===== src/rtl/pump_sched_pkg.sv =====
// Shared definitions for the diffuser pump scheduler.
// Contents: state encoding, scent indices, session length constants, and
// helpers that map menu selections to minutes and one-hot pump enables.
package pump_sched_pkg;

    localparam int unsigned STATE_W = 2;
    localparam int unsigned SCENT_W = 2;
    localparam int unsigned TIMER_W = 2;
    localparam int unsigned PUMP_W  = 3;
    localparam int unsigned MIN_W   = 7;
    localparam int unsigned SUB_W   = 6;

    // State encoding, also driven out for the debug LEDs.
    localparam logic [STATE_W-1:0] ST_IDLE   = 2'd0;
    localparam logic [STATE_W-1:0] ST_SPRAY  = 2'd1;
    localparam logic [STATE_W-1:0] ST_WAIT   = 2'd2;
    localparam logic [STATE_W-1:0] ST_MANUAL = 2'd3;

    typedef enum logic [STATE_W-1:0] {
        S_IDLE   = ST_IDLE,
        S_SPRAY  = ST_SPRAY,
        S_WAIT   = ST_WAIT,
        S_MANUAL = ST_MANUAL
    } state_t;

    // Scent indices; the index is also the pump_drive bit position.
    localparam logic [SCENT_W-1:0] COTTON = 2'd0;
    localparam logic [SCENT_W-1:0] WOODY  = 2'd1;
    localparam logic [SCENT_W-1:0] CITRUS = 2'd2;

    // Session lengths in minutes.
    localparam logic [MIN_W-1:0] MIN_30  = 7'd30;
    localparam logic [MIN_W-1:0] MIN_60  = 7'd60;
    localparam logic [MIN_W-1:0] MIN_120 = 7'd120;

    // Last value of the seconds-within-minute sub-counter.
    localparam logic [SUB_W-1:0] SUB_LAST = 6'd59;

    // timer_sel to session minutes; the reserved code falls back to 30.
    function automatic logic [MIN_W-1:0] timer_minutes(input logic [TIMER_W-1:0] sel);
        case (sel)
            2'd1:    timer_minutes = MIN_60;
            2'd2:    timer_minutes = MIN_120;
            default: timer_minutes = MIN_30;
        endcase
    endfunction

    // scent_sel to a valid scent index; the reserved code maps to Cotton.
    function automatic logic [SCENT_W-1:0] scent_norm(input logic [SCENT_W-1:0] sel);
        scent_norm = (sel == 2'd3) ? COTTON : sel;
    endfunction

    // Scent index to one-hot pump enable.
    function automatic logic [PUMP_W-1:0] scent_onehot(input logic [SCENT_W-1:0] sel);
        case (scent_norm(sel))
            WOODY:   scent_onehot = 3'b010;
            CITRUS:  scent_onehot = 3'b100;
            default: scent_onehot = 3'b001;
        endcase
    endfunction

endpackage


===== src/rtl/pump_scheduler_sec_tick.sv =====
// sec_tick_gen: 1-second prescaler for the pump scheduler.
// Ports: clk, reset (async active-low), clear (sync zero of the prescaler,
// dominant over enable), enable (count while high), tick (one-cycle pulse
// on the terminal count, only while enabled).
module sec_tick_gen #(
    parameter int unsigned CLK_HZ = 1_000_000
) (
    input  logic clk,
    input  logic reset,
    input  logic clear,
    input  logic enable,
    output logic tick
);

    localparam int unsigned CW = (CLK_HZ > 1) ? $clog2(CLK_HZ) : 1;
    localparam logic [CW-1:0] TERM = CW'(CLK_HZ - 1);

    logic [CW-1:0] cnt;

    // Prescaler: wraps at TERM so every second is exactly CLK_HZ cycles.
    always_ff @(posedge clk or negedge reset) begin
        if (!reset) begin
            cnt <= '0;
        end else if (clear) begin
            cnt <= '0;
        end else if (enable) begin
            cnt <= (cnt == TERM) ? '0 : cnt + CW'(1);
        end
    end

    assign tick = enable && !clear && (cnt == TERM);

endmodule


===== src/rtl/pump_scheduler.sv =====
// pump_scheduler: runs the periodic spray/wait cycle on the selected scent's
// pump for a timed session and reports the minutes remaining.
// Ports: clk, reset (async active-low); command pulses pump_on, pump_off,
// manual_on; menu selections scent_sel, timer_sel; registered outputs
// pump_drive (one-hot), busy, remaining_min, done (expiry pulse), state.
// Build option: define PUMP_SCHED_MANUAL_EN to enable the single manual
// spray from IDLE; otherwise manual_on is ignored and MANUAL is unreachable.
module pump_scheduler
    import pump_sched_pkg::*;
#(
    parameter int unsigned CLK_HZ     = 1_000_000,
    parameter int unsigned SPRAY_SEC  = 5,
    parameter int unsigned PERIOD_SEC = 60
) (
    input  logic               clk,
    input  logic               reset,
    input  logic               pump_on,
    input  logic               pump_off,
    input  logic               manual_on,
    input  logic [SCENT_W-1:0] scent_sel,
    input  logic [TIMER_W-1:0] timer_sel,
    output logic [PUMP_W-1:0]  pump_drive,
    output logic               busy,
    output logic [MIN_W-1:0]   remaining_min,
    output logic               done,
    output logic [STATE_W-1:0] state
);

`ifdef PUMP_SCHED_MANUAL_EN
    localparam bit MANUAL_EN = 1'b1;
`else
    localparam bit MANUAL_EN = 1'b0;
`endif

    localparam int unsigned PHASE_W = $clog2(PERIOD_SEC + 1);
    localparam logic [PHASE_W-1:0] SPRAY_LAST = PHASE_W'(SPRAY_SEC - 1);
    localparam logic [PHASE_W-1:0] WAIT_LAST  = PHASE_W'(PERIOD_SEC - SPRAY_SEC - 1);

    state_t             state_q;
    logic [PHASE_W-1:0] phase_q;
    logic [SUB_W-1:0]   sub_q;
    logic [SCENT_W-1:0] scent_q;
    logic               tick;
    logic               manual_start_c;
    logic               tick_clear_c;

    assign manual_start_c = MANUAL_EN && manual_on && (state_q == S_IDLE);

    // Any command that starts or ends activity restarts the second boundary.
    assign tick_clear_c = pump_off || pump_on || manual_start_c;

    sec_tick_gen #(
        .CLK_HZ (CLK_HZ)
    ) u_sec_tick (
        .clk    (clk),
        .reset  (reset),
        .clear  (tick_clear_c),
        .enable (busy),
        .tick   (tick)
    );

    assign state = state_q;

    // Session FSM with registered outputs. Priority: pump_off, then pump_on
    // (restart), then per-state sequencing; expiry is overridden by restart.
    always_ff @(posedge clk or negedge reset) begin
        if (!reset) begin
            state_q       <= S_IDLE;
            phase_q       <= '0;
            sub_q         <= '0;
            scent_q       <= COTTON;
            pump_drive    <= '0;
            busy          <= 1'b0;
            remaining_min <= '0;
            done          <= 1'b0;
        end else begin
            done <= 1'b0;
            if (pump_off) begin
                state_q       <= S_IDLE;
                phase_q       <= '0;
                sub_q         <= '0;
                pump_drive    <= '0;
                busy          <= 1'b0;
                remaining_min <= '0;
            end else if (pump_on) begin
                state_q       <= S_SPRAY;
                phase_q       <= '0;
                sub_q         <= '0;
                scent_q       <= scent_norm(scent_sel);
                pump_drive    <= scent_onehot(scent_sel);
                busy          <= 1'b1;
                remaining_min <= timer_minutes(timer_sel);
            end else begin
                case (state_q)
                    S_IDLE: begin
                        if (manual_start_c) begin
                            state_q    <= S_MANUAL;
                            phase_q    <= '0;
                            pump_drive <= scent_onehot(scent_sel);
                            busy       <= 1'b1;
                        end
                    end

                    S_SPRAY, S_WAIT: begin
                        if (tick) begin
                            // Spray/wait phase sequencing.
                            if (state_q == S_SPRAY) begin
                                if (phase_q == SPRAY_LAST) begin
                                    state_q    <= S_WAIT;
                                    phase_q    <= '0;
                                    pump_drive <= '0;
                                end else begin
                                    phase_q <= phase_q + PHASE_W'(1);
                                end
                            end else begin
                                if (phase_q == WAIT_LAST) begin
                                    // New scent selection is picked up only here.
                                    state_q    <= S_SPRAY;
                                    phase_q    <= '0;
                                    scent_q    <= scent_norm(scent_sel);
                                    pump_drive <= scent_onehot(scent_sel);
                                end else begin
                                    phase_q <= phase_q + PHASE_W'(1);
                                end
                            end

                            // Session clock; expiry overrides the phase update above.
                            if (sub_q == SUB_LAST) begin
                                sub_q <= '0;
                                if (remaining_min <= MIN_W'(1)) begin
                                    state_q       <= S_IDLE;
                                    phase_q       <= '0;
                                    pump_drive    <= '0;
                                    busy          <= 1'b0;
                                    remaining_min <= '0;
                                    done          <= 1'b1;
                                end else begin
                                    remaining_min <= remaining_min - MIN_W'(1);
                                end
                            end else begin
                                sub_q <= sub_q + SUB_W'(1);
                            end
                        end
                    end

                    S_MANUAL: begin
                        if (tick) begin
                            if (phase_q == SPRAY_LAST) begin
                                state_q    <= S_IDLE;
                                phase_q    <= '0;
                                pump_drive <= '0;
                                busy       <= 1'b0;
                            end else begin
                                phase_q <= phase_q + PHASE_W'(1);
                            end
                        end
                    end

                    default: begin
                        state_q    <= S_IDLE;
                        pump_drive <= '0;
                        busy       <= 1'b0;
                    end
                endcase
            end
        end
    end

endmodule

===== config.mk =====
export PLATFORM = sky130hd
export DESIGN_NAME = pump_scheduler
export DESIGN_NICKNAME = d
export VERILOG_FILES = /design/src/rtl/pump_sched_pkg.sv /design/src/rtl/pump_scheduler_sec_tick.sv /design/src/rtl/pump_scheduler.sv
export SDC_FILE = /design/constraint.sdc
export NUM_CORES = 1
export LEC_CHECK = 0
export ABC_AREA = 1
export BUFFER_PORTS_ARGS = -buffer_cell sky130_fd_sc_hd__buf_2
export CAP_MARGIN = 25
export CORE_MARGIN = 1.5
export CORE_UTILIZATION = 32
export DETAILED_ROUTE_END_ITERATION = 7
export GPL_TIMING_DRIVEN = 0
export REMOVE_ABC_BUFFERS = 1
export SLEW_MARGIN = 0
export SYNTH_ARGS = -nofsm -noshare
export SYNTH_HDL_FRONTEND = slang
export SYNTH_SLANG_ARGS = --single-unit
export TNS_END_PERCENT = 5

===== constraint.sdc =====
create_clock -name clk -period 1.9 [get_ports clk]
set_clock_uncertainty 0.05 [all_clocks]
set_input_delay 0.285 -clock clk [delete_from_list [all_inputs] [get_ports clk]]
set_output_delay 0.285 -clock clk [all_outputs]
set_load 0.03 [all_outputs]

# Yosys cells after proc, flatten, opt, wreduce, memory -nomap -nowiden
# Cells that the tools add are included.
classes:
  n_addsub: 4
  magnitude_cmp: 1
  eq_ne: 18
  mux: 62
  n_reduce_logical: 15
ops:
  columns: ["op", "n"]
  rows:
  - ["two-way mux 6 bit", 14]
  - ["two-way mux 20 bit", 3]
  - ["two-way mux 7 bit", 6]
  - ["two-way mux 3 bit", 9]
  - ["two-way mux 2 bit", 11]
  - ["adder 20 x 1 -> 20 bit, second input constant", 1]
  - ["== test 20 bit, second input constant", 1]
  - ["inequality test 4 bit, second input constant", 5]
  - ["case mux 7 bit (2 select lines)", 1]
  - ["two-way mux 1 bit", 13]
  - ["adder 6 x 1 -> 6 bit, second input constant", 2]
  - ["== test 6 bit, second input constant", 2]
  - ["case mux 3 bit (2 select lines)", 2]
  - ["case mux 6 bit (2 select lines)", 1]
  - ["== test 2 bit, second input constant", 5]
  - ["nonzero test 3 bit", 3]
  - ["less-or-equal comparator 7 x 1 -> 1 bit, second input constant", 1]
  - ["subtractor 7 x 1 -> 7 bit, second input constant", 1]
  - ["== test 2 x 1 -> 1 bit, second input constant", 3]
  - ["== test 6 x 3 -> 1 bit, second input constant", 1]
  - ["AND reduction 3 bit", 2]
  - ["AND reduction 6 bit", 1]
  - ["case mux 2 bit (2 select lines)", 1]
  - ["AND reduction 4 bit", 1]
  - ["9 further kinds", 10]
totals:
  register_bits: 46
  input_bits: 9
  output_inout_bits: 14
  word_cells: 108

# Logic depth before layout (Yosys ltp)
# Gate-level depths: netlist of run 1.
depth:
  depth_word: 12
  depth_mapped: 12
  mapped_depth_nobuf: 11

# Modules after synthesis
# Synthesis of run 1 repeated with hierarchy kept, for this count alone.
unflattened:
  cells_unflattened: 426
  hier_area_um2: 3115.5
by_module_without_submodules:
  columns: ["mod", "n_inst", "cells_per_inst", "area_per_inst_um2", "seq_area_each_um2"]
  rows:
  - ["pump_scheduler", 1, 252, 1848.0, 650.6]
  - ["sec_tick_gen", 1, 174, 1267.5, 500.5]

# Worst setup path before layout of run 1
# No wires, ideal clock.
synth_timing:
  path_type: "flip-flop to flip-flop"
  startpoint: "register state_q[1], in the netlist state[1]"
  endpoint: "register phase_q[3]"
  setup_time_ns: 0.071
  arrival_ns: 1.744
  t_required_ns: 1.779
  path_slack_ns: 0.035
  stages_incl_launch_ff: 10
  n_path_buf: 1
  period_less_slack_ns: 1.865
  cell_sequence: "dfrtp_1 > inv_1 > ha_1 > inv_1 > a21oi_1 > nand2_2 > buf_6 > nand3_1 > nand2_1 > nor2_1"
synth_between:
  elab_chain_cells: 8
  elab_cells_between_ends: 16
  classes_between: "eq/ne (6); mux (7); reduce/logical (3)"
synth_rtl:
  columns: ["element", "line_no", "rtl"]
  rows:
  - ["start: declaration", "pump_scheduler.sv:39", "state_t state_q;"]
  - ["start signal: assignment", "pump_scheduler.sv:68", "state_q <= S_IDLE;"]
  - ["start signal: assignment", "pump_scheduler.sv:79", "state_q <= S_IDLE;"]
  - ["start signal: assignment", "pump_scheduler.sv:86", "state_q <= S_SPRAY;"]
  - ["== test 2 x 1 -> 1 bit", "pump_scheduler.sv:94, pump_scheduler.sv:107", null]
  - ["two-way mux 6 bit", "pump_scheduler.sv:107", "if (state_q == S_SPRAY) begin"]
  - ["two-way mux 6 bit", "pump_scheduler.sv:130", "if (remaining_min <= MIN_W'(1)) begin"]
  - ["two-way mux 6 bit", "pump_scheduler.sv:128", "if (sub_q == SUB_LAST) begin"]
  - ["two-way mux 6 bit", "pump_scheduler.sv:105", "if (tick) begin"]
  - ["case mux 6 bit (2 select lines)", "pump_scheduler.sv:94", "case (state_q)"]
  - ["two-way mux 6 bit", "pump_scheduler.sv:85", "end else if (pump_on) begin"]
  - ["two-way mux 6 bit", "pump_scheduler.sv:78", "if (pump_off) begin"]
  - ["end signal: assignment", "pump_scheduler.sv:113", "phase_q <= phase_q + PHASE_W'(1);"]
  - ["end signal: assignment", "pump_scheduler.sv:123", "phase_q <= phase_q + PHASE_W'(1);"]
  - ["end signal: assignment", "pump_scheduler.sv:154", "phase_q <= phase_q + PHASE_W'(1);"]
  - ["end: declaration", "pump_scheduler.sv:40", "logic [PHASE_W-1:0] phase_q;"]
# Parallel ways exist; a longest one is shown, timed or not. The select of a mux whose other input is x is not followed.
# A chain may end at the register's enable or synchronous reset.

# Worst setup path in the final report of run 1
layout_timing:
  startpoint: "register u_sec_tick.cnt[13]"
  endpoint: "register phase_q[5]"
layout_between:
  elab_chain_cells: 4
  elab_cells_between_ends: 5
  classes_between: "eq/ne (3); reduce/logical (2)"
layout_rtl:
  columns: ["element", "line_no", "rtl"]
  rows:
  - ["start: declaration", "pump_scheduler_sec_tick.sv:18", "logic [CW-1:0] cnt;"]
  - ["start signal: assignment", "pump_scheduler_sec_tick.sv:27", "cnt <= (cnt == TERM) ? '0 : cnt + CW'(1);"]
  - ["== test 20 bit *", "pump_scheduler_sec_tick.sv:31", "assign tick = enable && !clear && (cnt == TERM);"]
  - ["logical AND 1 bit *", "pump_scheduler_sec_tick.sv:31", null]
  - ["inequality test 4 bit (no line)", null, null]
  - ["AND reduction 3 bit (no line) *", null, null]
# Mark *: on every way between the ends. The rest lies on a longest branch, timed or not.

==> results.sh, run 1 <==
export IMPL_gp_congestion=0.850
export IMPL_hold_viol=0
export IMPL_track_usage_pct=15.1
export IMPL_worstMarginPinSlew_ns=0.502
export IMPL_finalWirelength_um=7100
export IMPL_post_place_cells=578
export IMPL_cp_arrival_ns=2.06
export IMPL_layout_nets=489
export IMPL_synthCells=433
export IMPL_p_int_mw=1.76
export IMPL_finalCritPeriodShare_pct=98.0
export IMPL_cp_max_fo=6
export IMPL_ys_ff_latch=46
export IMPL_drt_wirelength_per_cell_um=11.9
export IMPL_cts_sinks=46
export IMPL_drt_met1_wl_um=3530
export IMPL_clockBufferDepth=2
export IMPL_slew_headroom_pct=66.5
export IMPL_layout_drive_gt1_share_pct=15.0
export IMPL_clk_pin_slew_ns=0.10
export IMPL_cap_viol_max_count=0
export IMPL_slew_viol_final=0
export IMPL_core_um2=9280
export IMPL_period_needed_ns=1.86
export IMPL_clk_latency_ns=0.31
export IMPL_post_route_cell_area_um2=3620
export IMPL_drt_pass1_iterations=4
export IMPL_cp_required_ns=2.10
export IMPL_final_util_pct=39.0
export IMPL_synth_cell_types=34
export IMPL_ant_nets=0
export IMPL_criticalPathCategory="reg -> reg"
export IMPL_die_area_um2=10200
export IMPL_grt_ovfl_total=0
export IMPL_layoutNonFillerInstCount=596
export IMPL_synth_area_um2=3070
export IMPL_io_buffer_count=21
export IMPL_die_h_um=101
export IMPL_syn_avg_cell_area_um2=7.08
export IMPL_io_pins=23
export IMPL_most_common_layout_cells="nand2_1, inv_1, nor2_1"
export IMPL_fmax_mhz=537
export IMPL_cp_start_kind="flop"
export IMPL_rows=35
export IMPL_regArea_um2=1150
export IMPL_multi_input_area_um2=1770
export IMPL_place_area_um2=3310
export IMPL_drc=0
export IMPL_die_w_um=101
export IMPL_yosysWarnings=0
export IMPL_synth_seq_area_share_pct=37.6
export IMPL_finalSetupViolCount=0
export IMPL_ir_worst_vdd_mv=0.355
export IMPL_cts_root_buf="clkbuf_8"
export IMPL_avgViaCountPerCell=4.78
export IMPL_dr_wl_met2_um=3380
export IMPL_dp_hpwl_um=5190
export IMPL_sw_frac_of_total_pct=40.2
export IMPL_critPathCaptureType="flop"
export IMPL_power_density_nw_per_um2=813
export IMPL_syn_to_final_growth_pct=18.2
export IMPL_cts_tree="built"
export IMPL_status="complete, no violations"
export IMPL_route_vias_total=2846
export IMPL_p_comb_share_pct=38.4
export IMPL_rsz0062_at_grt="true"
export IMPL_htree_levels=2
export IMPL_grt_max_degree=28
export IMPL_drtIter0Drc=99
export IMPL_min_path_type="in -> reg"
export IMPL_fillers=971
export IMPL_fin_tns_setup_ns=0
export IMPL_leakage_nw=1.71
export IMPL_grt_first_pass_wirelength_um=12500
export IMPL_top_layer_used="met4"
export IMPL_cts_made_buffers=5
export IMPL_n_antenna_cell=0
export IMPL_route_met3_wl_um=140
export IMPL_switching_power_mw=1.19
export IMPL_mostFrequentLayoutCell="nand2_1"
export IMPL_grt_pass1_vias=2855
export IMPL_initial_core_util_pct=33.0
export IMPL_pwr_share_clk_pct=22.3
export IMPL_antenna_found_initial=0
export IMPL_p_seq_share_pct=39.4
## power by group through the flow
stage | sequential, mW | clock (mW) | combinational [mW]
floorplan | 1.32 | 0 | 0.551
global placement | 1.18 | 0 | 0.946
detailed placement | 1.18 | 0 | 0.962
CTS | 1.16 | 0.678 | 1.09
global route | 1.18 | 0.714 | 1.27
finish | 1.16 | 0.656 | 1.13
## final cells by class
class,instances,share of cell area [%]
Clock buffer,6,2.28
Clock inverter,2,0.345
Inverter,63,6.66
Multi-Input combinational cell,318,48.7
Sequential cell,46,31.8
Tap cell,129,4.45
Timing Repair Buffer,32,5.76
## state kept, by name, summed over array words and instances, names as in the netlist
signal          flops
u_sec_tick.cnt     20
phase_q             6
remaining_min       7
pump_drive          3
state               2
sub_q               6
done                1
busy                1
## path summary, 6_finish.rpt
check                      slack, ns                             to                           start  depth (start not counted)
max                             0.04         phase_q[5]$_DFFE_PN0P_  u_sec_tick.cnt[13]$_DFFE_PN0P_                         12
min                             0.27   remaining_min[3]$_DFFE_PN0P_                        pump_off                          4
max reg2reg                     0.04         phase_q[5]$_DFFE_PN0P_  u_sec_tick.cnt[13]$_DFFE_PN0P_                         12
min reg2reg                     0.45           sub_q[0]$_DFFE_PN0P_            sub_q[0]$_DFFE_PN0P_                          1
max in group asynchronous       0.87   remaining_min[4]$_DFFE_PN0P_                           reset                          3
min in group asynchronous       0.42  u_sec_tick.cnt[1]$_DFFE_PN0P_                           reset                          2
## per-layer routing
layer / GRT usage (%) / vias to the layer above
met5: 0 / -
met4: 3.03 / 0
met3: 2.36 / 5
met2: 26.5 / 22
met1: 19.5 / 1349
li1: - / 1470
## metrics by stage
stage	setup slack, ns	hold WS [ns]	total power [mW]
3_3_place_gp	-0.448	0.438	2.12
6_report	0.0372	0.266	2.95
5_1_grt	-0.0657	0.310	3.16
3_5_place_dp	-0.486	0.233	2.14
4_1_cts	0.00521	0.266	2.93
2_1_floorplan	0.0145	-0.0606	1.87
## timing repair
item,CTS,global route
endpoints found under the hold margin,19,0
endpoints found under the setup margin,30,35
pin swaps,3,2
setup buffers,7,2
cloned,0,0
resized for setup,18,16
hold buffers,1,0
## critical path, stage by stage, from the launching register on
cell	delay (ns)
dfrtp_1	0.45
inv_2	0.09
nand2_1	0.06
nor2_2	0.13
nand2_1	0.10
nor2_4	0.14
nand3_2	0.15
nand2_4	0.10
clkdlybuf4s18_2	0.26
nand3_1	0.08
nand2_1	0.07
inv_1	0.04
nor2_1	0.08
## synthesized netlist by cell type
cell type | n | share of area [%]
clkinv_1 | 2 | 0.24
ha_1 | 14 | 5.7
o22ai_1 | 7 | 1.4
buf_6 | 2 | 0.73
inv_1 | 60 | 7.3
nor2_1 | 52 | 6.4
nor2_2 | 1 | 0.20
nand3_2 | 2 | 0.65
o21ai_1 | 5 | 0.82
o21ai_0 | 27 | 4.4
nand4_1 | 14 | 2.9
nor3_4 | 1 | 0.53
xor2_1 | 10 | 2.9
nand2_1 | 103 | 13
or2_2 | 1 | 0.20
o21bai_1 | 3 | 0.73
buf_2 | 2 | 0.33
nor3_1 | 8 | 1.3
o21a_1 | 3 | 0.73
a2bb2oi_1 | 1 | 0.29
a31oi_1 | 1 | 0.20
nand2_2 | 3 | 0.61
dfrtp_1 | 46 | 38
inv_2 | 1 | 0.12
a21oi_1 | 13 | 2.1
o31ai_1 | 1 | 0.24
nand3_1 | 43 | 7.0
buf_4 | 1 | 0.24
a21oi_2 | 1 | 0.29
clkbuf_1 | 1 | 0.12
xnor2_1 | 1 | 0.29
nand4_2 | 1 | 0.41
nor4_1 | 1 | 0.20
and3_1 | 1 | 0.20
## logic make-up (layout without fill, tap and decap cells)
kind of cell | after synthesis | count (layout) | synth area share (%)
AOI/OAI and AO/OA | 62 | 62 | 11.3
xor gates and xnor gates | 11 | 11 | 3.14
adders and majority gates | 14 | 14 | 5.71
buffers and inverters | 69 | 103 | 9.14
DFF | 46 | 46 | 37.6
and+or+nand+nor | 231 | 231 | 33.2
Power figures use the tool's default switching activity.
==> run 2: changes to the inputs <==
--- a/config.mk
+++ b/config.mk
@@ -5,13 +5,13 @@
 export SDC_FILE = /design/constraint.sdc
 export NUM_CORES = 1
 export LEC_CHECK = 0
-export ABC_AREA = 1
 export BUFFER_PORTS_ARGS = -buffer_cell sky130_fd_sc_hd__buf_2
 export CAP_MARGIN = 25
 export CORE_MARGIN = 1.5
 export CORE_UTILIZATION = 32
 export DETAILED_ROUTE_END_ITERATION = 7
 export GPL_TIMING_DRIVEN = 0
+export PLACE_DENSITY = 0.55
 export REMOVE_ABC_BUFFERS = 1
 export SLEW_MARGIN = 0
 export SYNTH_ARGS = -nofsm -noshare
==> constraint.sdc (replaced) <==
create_clock -name clk -period 1.9 [get_ports clk]
set_clock_uncertainty 0.05 [all_clocks]
set_input_delay 0.285 -clock clk [delete_from_list [all_inputs] [get_ports clk]]
set_output_delay 0.285 -clock clk [all_outputs]
set_load 0.01 [all_outputs]
==> results.sh, run 2 <==
export IMPL_grt_pass1_vias=2475
export IMPL_syn_to_final_growth_pct=17.8
export IMPL_cp_start_kind="flop"
export IMPL_cap_viol_max_count=0
export IMPL_grt_max_degree=27
export IMPL_fmax_mhz=437
export IMPL_p_total_mw=1.91
export IMPL_holdPathStages=2
export IMPL_grt_first_pass_wirelength_um=12100
export IMPL_ff2ff_path_depth=6
export IMPL_hold_viol=0
export IMPL_synth_simple_area_share_pct=27.9
export IMPL_criticalPathCategory="reg -> reg"
export IMPL_clockBufferDepth=2
export IMPL_drt_wirelength_per_cell_um=15.2
export IMPL_cp_required_ns=2.07
export IMPL_initial_core_util_pct=33.1
export IMPL_synth_edf_count=0
export IMPL_io_pins=23
export IMPL_ys_top_cells_by_area="dfrtp_1, ha_1, a21oi_1"
export IMPL_synth_top_family_by_area="simple AND/OR/NAND/NOR gates"
export IMPL_worstMarginPinSlew_ns=0.873
export IMPL_synth_xor_area_share_pct=0.604
export IMPL_synth_top_area_share_pct=39.7
export IMPL_finalWirelength_um=7030
export IMPL_finalSetupViolCount=26
export IMPL_slew_headroom_pct=41.8
export IMPL_top_usage_layer="met2"
export IMPL_critPathCaptureType="flop"
export IMPL_synthCells=324
export IMPL_synth_common_cells="dfrtp_1, nand2_1, nor2_1, a21oi_1"
export IMPL_route_vias_total=2582
export IMPL_use_met3_pct=2.65
export IMPL_layout_drive_gt1_share_pct=20.6
export IMPL_die_w_um=98.2
export IMPL_synth_top_cell_by_area="dfrtp_1"
export IMPL_drt_pass1_iterations=4
export IMPL_io_buffer_count=21
export IMPL_ir_worst_vdd_mv=0.273
export IMPL_rr_startpoint="u_sec_tick.cnt[9]$_DFFE_PN0P_"
export IMPL_gp_congestion=0.792
export IMPL_power_density_nw_per_um2=559
export IMPL_dp_hpwl_um=4950
export IMPL_synth_area_um2=2900
export IMPL_antenna_found_initial=0
export IMPL_grt_ovfl_total=0
export IMPL_cts_tree="built"
export IMPL_synth_seq_area_share_pct=39.7
export IMPL_synth_compound_area_share_pct=19.6
export IMPL_clk_latency_ns=0.31
export IMPL_hold_end="remaining_min[3]$_DFFE_PN0P_"
export IMPL_n_antenna_cell=0
export IMPL_finalCritPeriodShare_pct=120
export IMPL_synth_top_flop_cell="dfrtp_1"
export IMPL_cts_root_buf="clkbuf_8"
export IMPL_drtIter0Drc=104
export IMPL_ys_ff_latch=46
export IMPL_most_common_layout_cells="dfrtp_1, nand2_1, a21oi_1, buf_2, nor2_1"
export IMPL_layout_nets=376
export IMPL_period_needed_ns=2.29
export IMPL_violations="setup timing"
export IMPL_die_h_um=98.2
export IMPL_status="complete, but fails checks"
export IMPL_slew_viol_final=0
export IMPL_synth_async_sr_flop_share_pct=100
export IMPL_leakage_nw=1.41
export IMPL_synth_cell_types=57
export IMPL_timing_rr_end="remaining_min[0]$_DFFE_PN0P_"
export IMPL_use_met1_pct=21.0
export IMPL_synth_most_common_cell="dfrtp_1"
export IMPL_setup_ws_ns=-0.388
export IMPL_syn_avg_cell_area_um2=8.96
export IMPL_r2r_slack_ns=-0.39
export IMPL_preCtsSetupSlack_ns=-0.857
export IMPL_top_register="u_sec_tick.cnt"
export IMPL_drc=0
export IMPL_synth_mux_area_share_pct=2.46
export IMPL_rsz0062_at_grt="true"
export IMPL_cp_arrival_ns=2.46
export IMPL_mostFrequentLayoutCell="dfrtp_1"
export IMPL_core_um2=8760
export IMPL_clk_pin_slew_ns=0.09
export IMPL_avgViaCountPerCell=5.59
export IMPL_ant_nets=0
export IMPL_rows=34
export IMPL_yosys_area_share_adder_pct=6.04
export IMPL_met2_usage_pct=24.5
export IMPL_htree_levels=2
export IMPL_reg_top3="u_sec_tick.cnt (20), remaining_min (7)"
export IMPL_worstSetupStartpoint="u_sec_tick.cnt[9]$_DFFE_PN0P_"
export IMPL_cp_max_fo=7
export IMPL_cts_sinks=46
export IMPL_min_path_type="in -> reg"
export IMPL_yosysWarnings=0
export IMPL_hp_start="pump_off"
export IMPL_cts_made_buffers=5
export IMPL_die_area_um2=9650
export IMPL_track_usage_pct=15.3
export IMPL_largest_reg_flops=20
==> run 2: cell type report <==
cell class / instances / area (µm²)
Clock inverter: 2 / 12.5
Multi-Input combinational cell: 253 / 1740
Tap cell: 108 / 135
Sequential cell: 46 / 1160
Timing Repair Buffer: 34 / 230
Inverter: 13 / 48.8
Clock buffer: 6 / 82.6
Fill cell: 896 / 5350
==> run 2: stage by stage <==
step           TNS (ns)  utilization [%]  std cells  hold WS, ns  cell area [µm²]
2_1_floorplan     -5.47                -        312      -0.0606             2840
3_3_place_gp     -19.67             35.2        441        0.429             3080
3_5_place_dp     -20.43             35.4        442        0.240             3100
4_1_cts           -7.24             38.1        458        0.250             3340
5_1_grt           -9.47             39.0        462        0.276             3420
6_report          -5.73             39.0        462        0.268             3420
==> run 2: metal layers <==
metal | part of all wire, % | routed length (µm) | vias to the layer above
li1 | - | - | 1270
met1 | 50 | 3530 | 1268
met2 | 46 | 3220 | 35
met3 | 2.5 | 176 | 9
met4 | 1.4 | 98 | 0
met5 | 0 | 0 | -
==> run 2: logic make-up after synthesis <==
logic type / after synthesis
xor+xnor: 2
mux: 7
compound gates: 86
simple gates: 144
fa+ha+maj: 14
buf+inv: 25
flops: 46
==> run 2: report_power, final <==
group          switching, mW  internal [mW]
Clock                  0.352          0.293
Sequential            0.0311          0.999
Combinational          0.144         0.0897
==> run 2: how the worst max path moves through the flow <==
| stage | end | slack (ns) | cells past startpoint |
|---|---|---|---|
| 2_1_floorplan | remaining_min[4]$_DFFE_PN0P_ | -0.49 | 5 |
| 3_3_place_gp | state[0]$_DFFE_PN0P_ | -0.86 | 6 |
| 3_5_place_dp | state[0]$_DFFE_PN0P_ | -0.86 | 5 |
| 4_1_cts | remaining_min[4]$_DFFE_PN0P_ | -0.42 | 5 |
| 5_1_grt | remaining_min[4]$_DFFE_PN0P_ | -0.51 | 5 |
| 6_report | remaining_min[0]$_DFFE_PN0P_ | -0.39 | 6 |
==> run 2: what timing repair did <==
item | 4_1_cts | 5_1_grt
gates cloned | 0 | 0
resized for setup | 22 | 17
endpoints found under the setup margin | 43 | 42
hold endpoints to repair | 20 | 0
setup buffers | 7 | 4
pin swaps | 13 | 6
hold buffers | 1 | 0
==> run 2: critical path: stages, from the launching register on <==
cell      delay [ns]
dfrtp_2         0.44
nand4b_1        0.11
or3_4           0.42
or4_4           0.60
buf_12          0.15
or3_1           0.30
a21oi_1         0.14
